<file path="config.mk">
export PLATFORM = sky130hd
export DESIGN_NAME = arbiter_bist_ctrl
export DESIGN_NICKNAME = d
export VERILOG_FILES = /design/src/rtl/arbiter_bist_ctrl.sv
export SDC_FILE = /design/constraint.sdc
export NUM_CORES = 1
export LEC_CHECK = 0
export CORE_MARGIN = 2
export CORE_UTILIZATION = 50
export DETAILED_ROUTE_END_ITERATION = 7
export GPL_ROUTABILITY_DRIVEN = 0
export PLACE_DENSITY = 0.75
export SETUP_SLACK_MARGIN = 0.4
export SLEW_MARGIN = 10
export SYNTH_ARGS = -nofsm -noshare
export SYNTH_HDL_FRONTEND = slang
export SYNTH_SLANG_ARGS = --single-unit
</file>
<file path="constraint.sdc">
create_clock -name clk -period 5.8 [get_ports clk]
set_input_delay 0.58 -clock clk [delete_from_list [all_inputs] [get_ports clk]]
set_output_delay 0.58 -clock clk [all_outputs]
set_load 0.05 [all_outputs]
</file>
<file path="src/rtl/arbiter_bist_ctrl.sv">
// arbiter_bist_ctrl: BIST sequencer for the 4-requester arbiter and its grant MISR.
// Ports: clk, rst (async, active-low); bist_start/bist_abort command; req_func functional
// requests; signature from the MISR; req_o to the arbiter; arb_rst/misr_rst sync resets;
// test_mode, bist_busy, bist_done, bist_pass status; sig_capt captured signature.
// Define BIST_SIG_CAPTURE_EN to register the signature into sig_capt at COMPARE exit;
// otherwise sig_capt is tied to 0.
module arbiter_bist_ctrl #(
  parameter int              NBIT      = 8,
  parameter logic [15:0]     NPAT      = 16'd255,
  parameter int              FLUSH_CYC = 2,
  parameter logic [7:0]      LFSR_SEED = 8'h01,
  parameter logic [NBIT-1:0] GOLDEN    = '0
) (
  input  logic            clk,
  input  logic            rst,
  input  logic            bist_start,
  input  logic            bist_abort,
  input  logic [3:0]      req_func,
  input  logic [NBIT-1:0] signature,
  output logic [3:0]      req_o,
  output logic            arb_rst,
  output logic            misr_rst,
  output logic            test_mode,
  output logic            bist_busy,
  output logic            bist_done,
  output logic            bist_pass,
  output logic [NBIT-1:0] sig_capt
);
  typedef enum logic [2:0] {IDLE, INIT, RUN, FLUSH, COMPARE, DONE} state_t;
  localparam logic [7:0]  SEED     = (LFSR_SEED == 8'h00) ? 8'h01 : LFSR_SEED;
  localparam logic [15:0] NPAT_M1  = (NPAT == 16'd0) ? 16'd0 : NPAT - 16'd1;
  localparam logic [15:0] FLUSH_M1 = 16'(FLUSH_CYC - 1);
  state_t      state, nxt;
  logic [15:0] cnt;
  logic [7:0]  lfsr, lfsr_nx;
  logic [3:0]  req_q;
  logic        last, idle_like;
  assign lfsr_nx   = {lfsr[6:0], lfsr[7] ^ lfsr[5] ^ lfsr[4] ^ lfsr[3]};
  assign idle_like = (state == IDLE) || (state == DONE);
  // functional requests bypass the register so the arbiter sees them with no added latency
  assign req_o     = idle_like ? req_func : req_q;
  always_comb begin
    last = cnt == ((state == INIT) ? 16'd1 : (state == RUN) ? NPAT_M1 : FLUSH_M1);
    nxt  = (bist_abort && state != IDLE) ? IDLE :
           idle_like                     ? (bist_start ? INIT : state) :
           (state == COMPARE)            ? DONE :
           last                          ? state_t'(state + 3'd1) : state;
  end
  always_ff @(posedge clk or negedge rst) begin
    if (!rst) begin
      state     <= IDLE;
      cnt       <= '0;
      lfsr      <= SEED;
      req_q     <= '0;
      arb_rst   <= 1'b0;
      misr_rst  <= 1'b1;
      test_mode <= 1'b0;
      bist_busy <= 1'b0;
      bist_done <= 1'b0;
      bist_pass <= 1'b0;
`ifdef BIST_SIG_CAPTURE_EN
      sig_capt  <= '0;
`endif
    end else begin
      state     <= nxt;
      cnt       <= (nxt != state) ? 16'd0 : (&cnt) ? cnt : cnt + 16'd1;
      lfsr      <= (nxt == INIT) ? SEED : (state == RUN) ? lfsr_nx : lfsr;
      // req_q mirrors the LFSR value being presented during the coming RUN cycle
      req_q     <= (nxt != RUN) ? 4'h0 : (state == RUN) ? lfsr_nx[3:0] : lfsr[3:0];
      arb_rst   <= nxt == INIT;
      misr_rst  <= (nxt == IDLE) || (nxt == INIT) || (nxt == DONE);
      test_mode <= (nxt != IDLE) && (nxt != DONE);
      bist_busy <= (nxt != IDLE) && (nxt != DONE);
      bist_done <= nxt == DONE;
      bist_pass <= (nxt != DONE) ? 1'b0 : (state == COMPARE) ? (signature == GOLDEN) : bist_pass;
`ifdef BIST_SIG_CAPTURE_EN
      sig_capt  <= (state == COMPARE && nxt == DONE) ? signature :
                   (nxt == IDLE || nxt == INIT) ? '0 : sig_capt;
`endif
    end
  end
`ifndef BIST_SIG_CAPTURE_EN
  assign sig_capt = '0;
`endif
endmodule

</file>
==> impl_metrics.ini, run 1 <==
[clocking]
h-tree-depth = 2
cts-root-buf = clkbuf_8
numCtsBuffers = 5
post_cts_resized = 0
cts-hold-fix-buffers = 0
cts.path.max_buffers = 2
cts.sinks = 36
cts_setup_buffers = 0
clock_latency_ns = 0.29
clkTransAtPathRegs_ns = 0.08
cts_tree = built

[worst_setup_path]
path_cells = inv_1 > ha_1 > nor2b_1 > nor2_1 > mux2_2 > clkdlybuf4s50_1
reg2reg_depth = 8
critPathRequiredTime_ns = 5.22
cp_data_arrival_time_ns = 2.90
path_max_fanout = 11
end_kind = output pin
cpLargestDelayFamily = buffers and inverters
cp.depth = 6
worstSetupPathType = reg -> out
worst_path_max_delay_cell = clkdlybuf4s50_1
critPathLaunchType = flop
critPathMaxStageDelay_ns = 0.70
path_buf_inv = 2

[power_and_ir_drop]
switching_share = 0.456
p_int_w = 0.000621
pwr-share-clk = 0.197
switching_power_w = 0.000521
p_per_area_mw_per_mm2 = 458
seqPwrFrac = 0.292
ir_worst_vdd_v = 0.000191
p_leak_nw = 1.14
pwr-share-comb = 0.510
finalPower_w = 0.00114

[synthesis]
syn_inst = 223
synth_cell_types = 54
synthArstFlopShare = 1.00
synth_area_sq_mm = 0.00217
seq_area_frac_synth = 0.416
synth.avg_cell_area_sq_um = 9.73
synth_edf_count = 0
ys_ff_latch = 36
synth.yosys.warnings = 0
synthFlopType = dfrtp_1

[finish]
utilization = 0.611
drive_gt1_frac = 0.131
fin_area_sq_mm = 0.00250
nets = 264
fill_cells = 339
final_cell_mix = 34 x dfrtp_1, 25 x clkdlybuf4s50_1, 23 x nor2_1
final_common_cell = dfrtp_1
area_delta_synth_final_pct = 15.1
antennaDiodeCount = 0

[placement]
portBuffers = 25
pre_cts_ws_ns = 2.65
placed_area_sq_mm = 0.00238
dp.final_hpwl_um = 3130

[grt]
grt_use_met3 = 0.0447
antenna_found_initial = 0
grt_max_degree = 37
first_global_vias = 1677
met2_usage = 0.297
grt_use_met1 = 0.265
grt_overflow = 0
busiest_layer = met2
grt_pass1_wl_um = 7610
track_usage = 0.195

[floorplanning]
die_w_um = 69.9
ios = 34
fp.dieArea_sq_mm = 0.00488
fp.dieH_um = 69.9
rows = 23
core_area_sq_mm = 0.00409
initial_core_util = 0.531

[timing]
period_share = 0.599
worst_pin_slew_ns = 0.754
setup_violations = 0
rsz0062_at_grt = false
skew_ns = 0.00719
layout_min_cycle_time_ns = 3.48
max_clock_freq_mhz = 288
hold_viol_final = 0
setup-tns-final_ns = 0
setup_ws_ns = 2.32
slew_headroom = 0.497
drv_slew = 0

[route]
viasPerCell = 5.62
postRouteAntennaNets = 0
routedWlPerCell_um = 14.6
finalWirelength_um = 4300
vias = 1652
detail_route.first_pass.iterations = 4
dr.first_iter.drc_count = 108
drc = 0

[job]
drv_cap = 0

[min_path]
hold_depth = 2
hp-class = reg -> reg

[outcome]
status = finished, final reports clean
## per-stage QoR
stage,std cells,hold WS [ns]
floorplan,230,0.284
global placement,286,0.537
detailed placement,286,0.549
CTS,294,0.569
global route,294,0.596
finish,294,0.562
## registers in the layout, indices dropped and copies added (netlist names), 3 cells and up
register	flops
state	3
lfsr	8
cnt	16
req_q	4
## final timing paths
kind	from	end	slack [ns]
max	state[0]	req_o[1]	2.32
min	lfsr[6]	lfsr[6]	0.56
max reg2reg	state[0]	cnt[14]	3.00
min reg2reg	lfsr[6]	lfsr[6]	0.56
max in group asynchronous	rst	misr_rst	4.76
min in group asynchronous	rst	cnt[12]	0.69
## worst reg2reg max path: cells and delay by family (launching register included)
kind,cells,cell delay (ns)
fa+ha+maj,1,0.32
buf+inv,1,0.14
compound gates,3,1.18
flops,1,0.54
simple gates,3,0.48
## logic make-up (layout without fill, tap and decap cells)
| kind of cell | Yosys count | after routing | synth area share |
|---|---|---|---|
| buffers and inverters | 25 | 39 | 0.0703 |
| and+or+nand+nor | 95 | 95 | 0.247 |
| adders and majority gates | 5 | 5 | 0.0288 |
| AOI/OAI and AO/OA | 31 | 31 | 0.101 |
| muxes | 15 | 15 | 0.0738 |
| xor gates and xnor gates | 15 | 15 | 0.0606 |
| DFF | 36 | 36 | 0.416 |
| other | 1 | 8 | 0.00173 |
## area by class of cell
type | instances | area, sq um | area share
clock inverter | 3 | 46.3 | 0.0185
clock buffer | 5 | 68.8 | 0.0276
inverter | 5 | 18.8 | 0.00752
multi-input combinational | 169 | 1140 | 0.456
sequential | 36 | 903 | 0.362
tap | 50 | 62.6 | 0.0251
timing repair buffer | 26 | 258 | 0.103
## routing by layer
metal / share of wire / wire length, um / up-vias
met3: 0.041 / 177 / 7
met4: 0.017 / 72 / 0
li1: - / - / 812
met1: 0.48 / 2040 / 791
met2: 0.47 / 2000 / 42
met5: 0 / 0 / -
## cells in the mapped netlist (2+ instances only)
cell type  number  area [sq um]
clkbuf_1        2          7.51
or2_2           2          12.5
and2_1          4          25.0
mux2_2          4          45.0
a21oi_2         4          35.0
nor3_1          8          40.0
inv_1           4          15.0
xnor2_1         5          43.8
buf_2           5          25.0
dfrtp_1        34           851
xor2_1         10          87.6
a21oi_1        10          50.1
nand2b_1        3          18.8
nand3_1        12          60.1
and3_1          5          31.3
mux2i_1        10           100
buf_4          10          75.1
nor2_1         23          86.3
nand4_1         5          31.3
buf_6           2          22.5
nor3b_1         2          15.0
or3_1           2          12.5
nor4_1          2          12.5
o21ai_0         5          25.0
nand2_1        10          37.5
ha_1            5          62.6
dfstp_2         2          52.6
or4_1           5          37.5
nor2b_1         3          18.8
## power by group through the flow
stage / clock, W / sequential [W] / combinational, W
2_1_floorplan: 0 / 0.000355 / 0.000457
3_3_place_gp: 0 / 0.000338 / 0.000570
3_5_place_dp: 0 / 0.000337 / 0.000584
4_1_cts: 0.000231 / 0.000333 / 0.000584
5_1_grt: 0.000246 / 0.000340 / 0.000640
6_report: 0.000226 / 0.000334 / 0.000583
Note: power is estimated with default switching activity, not from simulation.
==> run 2: changes to the inputs <==
CORE_UTILIZATION = 48   (was 50)
clock period = 3.16 ns   (was 5.8 ns; I/O delays follow)
==> run 2 against run 1 <==
Clock-buffer cell count unchanged. Sequential cell count is the same. Combinational power is 97% higher. Critical endpoint is now lfsr[3].
==> impl_metrics.ini, run 2 (same netlist as run 1, synthesis figures left out) <==
[clocking]
cts.path.max_buffers = 2
cts-hold-fix-buffers = 0
h-tree-depth = 2
clock_latency_ns = 0.29
clkTransAtPathRegs_ns = 0.07
numCtsBuffers = 5
cts_tree = built
cts.sinks = 36
cts_setup_buffers = 0
cts-root-buf = clkbuf_8

[timing]
max_clock_freq_mhz = 386
hold_ws_ns = 0.439
slew_headroom = 0.656
setup-tns-final_ns = 0
setup_ws_ns = 0.568
rsz0062_at_grt = true
drv_slew = 0
worst_pin_slew_ns = 0.515
period_share = 0.820
hold_viol_final = 0
layout_min_cycle_time_ns = 2.59
setup_violations = 0
skew_ns = 0.00761

[finish]
largest_reg_flops = 16
final_common_cell = dfrtp_1
nets = 266
multi_input_comb_area_sq_mm = 0.00116
fill_cells = 375
antennaDiodeCount = 0
final_cell_mix = 34 x dfrtp_1, 22 x nor2_1, 21 x clkdlybuf4s50_1
top_register = cnt
largest_registers = cnt: 16 flops, lfsr: 8 flops, req_q: 4 flops
seqCellArea_sq_um = 903
area_delta_synth_final_pct = 17.0
drive_gt1_frac = 0.175

[route]
postRouteAntennaNets = 0
wl_met1_um = 1990
routedWlPerCell_um = 14.4
detail_route.first_pass.iterations = 4
dr_wl_met3_um = 180
viasPerCell = 5.64
dr.first_iter.drc_count = 97
finalWirelength_um = 4280
vias = 1680
wl_met2_um = 2060
drc = 0
dr.max_layer_used = met4

[floorplanning]
rows = 24
fp.dieArea_sq_mm = 0.00507
core_area_sq_mm = 0.00435
initial_core_util = 0.498
die_w_um = 71.2
ios = 34
fp.dieH_um = 71.2

[worst_setup_path]
critPathMaxStageDelay_ns = 0.44
worstSetupPathType = reg -> reg
critPathRequiredTime_ns = 3.33
cp_data_arrival_time_ns = 2.76
critPathLaunchType = flop
path_max_fanout = 7
worst_path_max_delay_cell = dfrtp_1
path_cells = inv_1 > ha_1 > or3b_4 > and3_1 > o2111a_1 > nor3_2 > and3_2 > a21oi_1
end_kind = flop
path_buf_inv = 1
cpLargestDelayFamily = simple AND/OR/NAND/NOR gates

[min_path]
hp-class = in -> async

[power_and_ir_drop]
p_leak_nw = 1.15
ir_worst_vdd_v = 0.000285
p_per_area_mw_per_mm2 = 847

[grt]
track_usage = 0.182
grt_max_degree = 37
grt_pass1_wl_um = 7220
first_global_vias = 1549
grt_overflow = 0
antenna_found_initial = 0

[placement]
pre_cts_ws_ns = 0.364
portBuffers = 25
dp.final_hpwl_um = 3170

[outcome]
status = finished, final reports clean

[job]
drv_cap = 0
run 2: what timing repair did:
action / CTS / global route
setup endpoints to repair: 4 / 22
endpoints found under the hold margin: 0 / 0
resized for setup: 12 / 6
run 2: where the power goes:
| part | internal (W) | switching (W) | total, W | leakage (nW) |
|---|---|---|---|---|
| logic | 0.000416 | 0.000736 | 0.00115 | 0.614 |
| registers | 0.000538 | 0.0000591 | 0.000597 | 0.486 |
| clock network | 0.000233 | 0.000168 | 0.000401 | 0.0541 |
run 2: worst paths after layout:
kind                           from  endpoint  depth (start not counted)  slack (ns)
hold / removal                  rst   lfsr[2]                          2        0.44
hold reg to reg             lfsr[6]   lfsr[7]                          2        0.54
min in group clk            lfsr[6]   lfsr[7]                          2        0.54
max in group asynchronous       rst   lfsr[0]                          2        2.38
setup reg to reg           state[1]   lfsr[3]                          8        0.57
setup / recovery           state[1]   lfsr[3]                          8        0.57
run 2: cell type report:
| cell class | instances | share of cell area |
|---|---|---|
| multi-input combinational | 169 | 0.458 |
| tap | 52 | 0.0256 |
| sequential | 36 | 0.356 |
| clock inverter | 3 | 0.0168 |
| timing repair buffer | 28 | 0.109 |
| inverter | 5 | 0.00739 |
| clock buffer | 5 | 0.0271 |
run 2: metrics by stage:
stage,instance area [sq um],utilization,instances,power [W]
2_1_floorplan,2200,-,230,0.00149
3_3_place_gp,2400,0.551,290,0.00170
3_5_place_dp,2400,0.551,290,0.00172
4_1_cts,2520,0.578,298,0.00212
5_1_grt,2540,0.583,298,0.00231
6_report,2540,0.583,298,0.00215
run 2: metal layers:
metal,up-vias,GRT usage
li1,819,-
met1,814,0.241
met2,41,0.288
met3,6,0.0394
met4,0,0.0818
met5,-,0
run 2: worst register-to-register path, stage by stage (launching register included):
cell	delay, ns
dfrtp_1	0.44
inv_1	0.14
ha_1	0.24
or3b_4	0.40
and3_1	0.20
o2111a_1	0.25
nor3_2	0.32
and3_2	0.38
a21oi_1	0.11
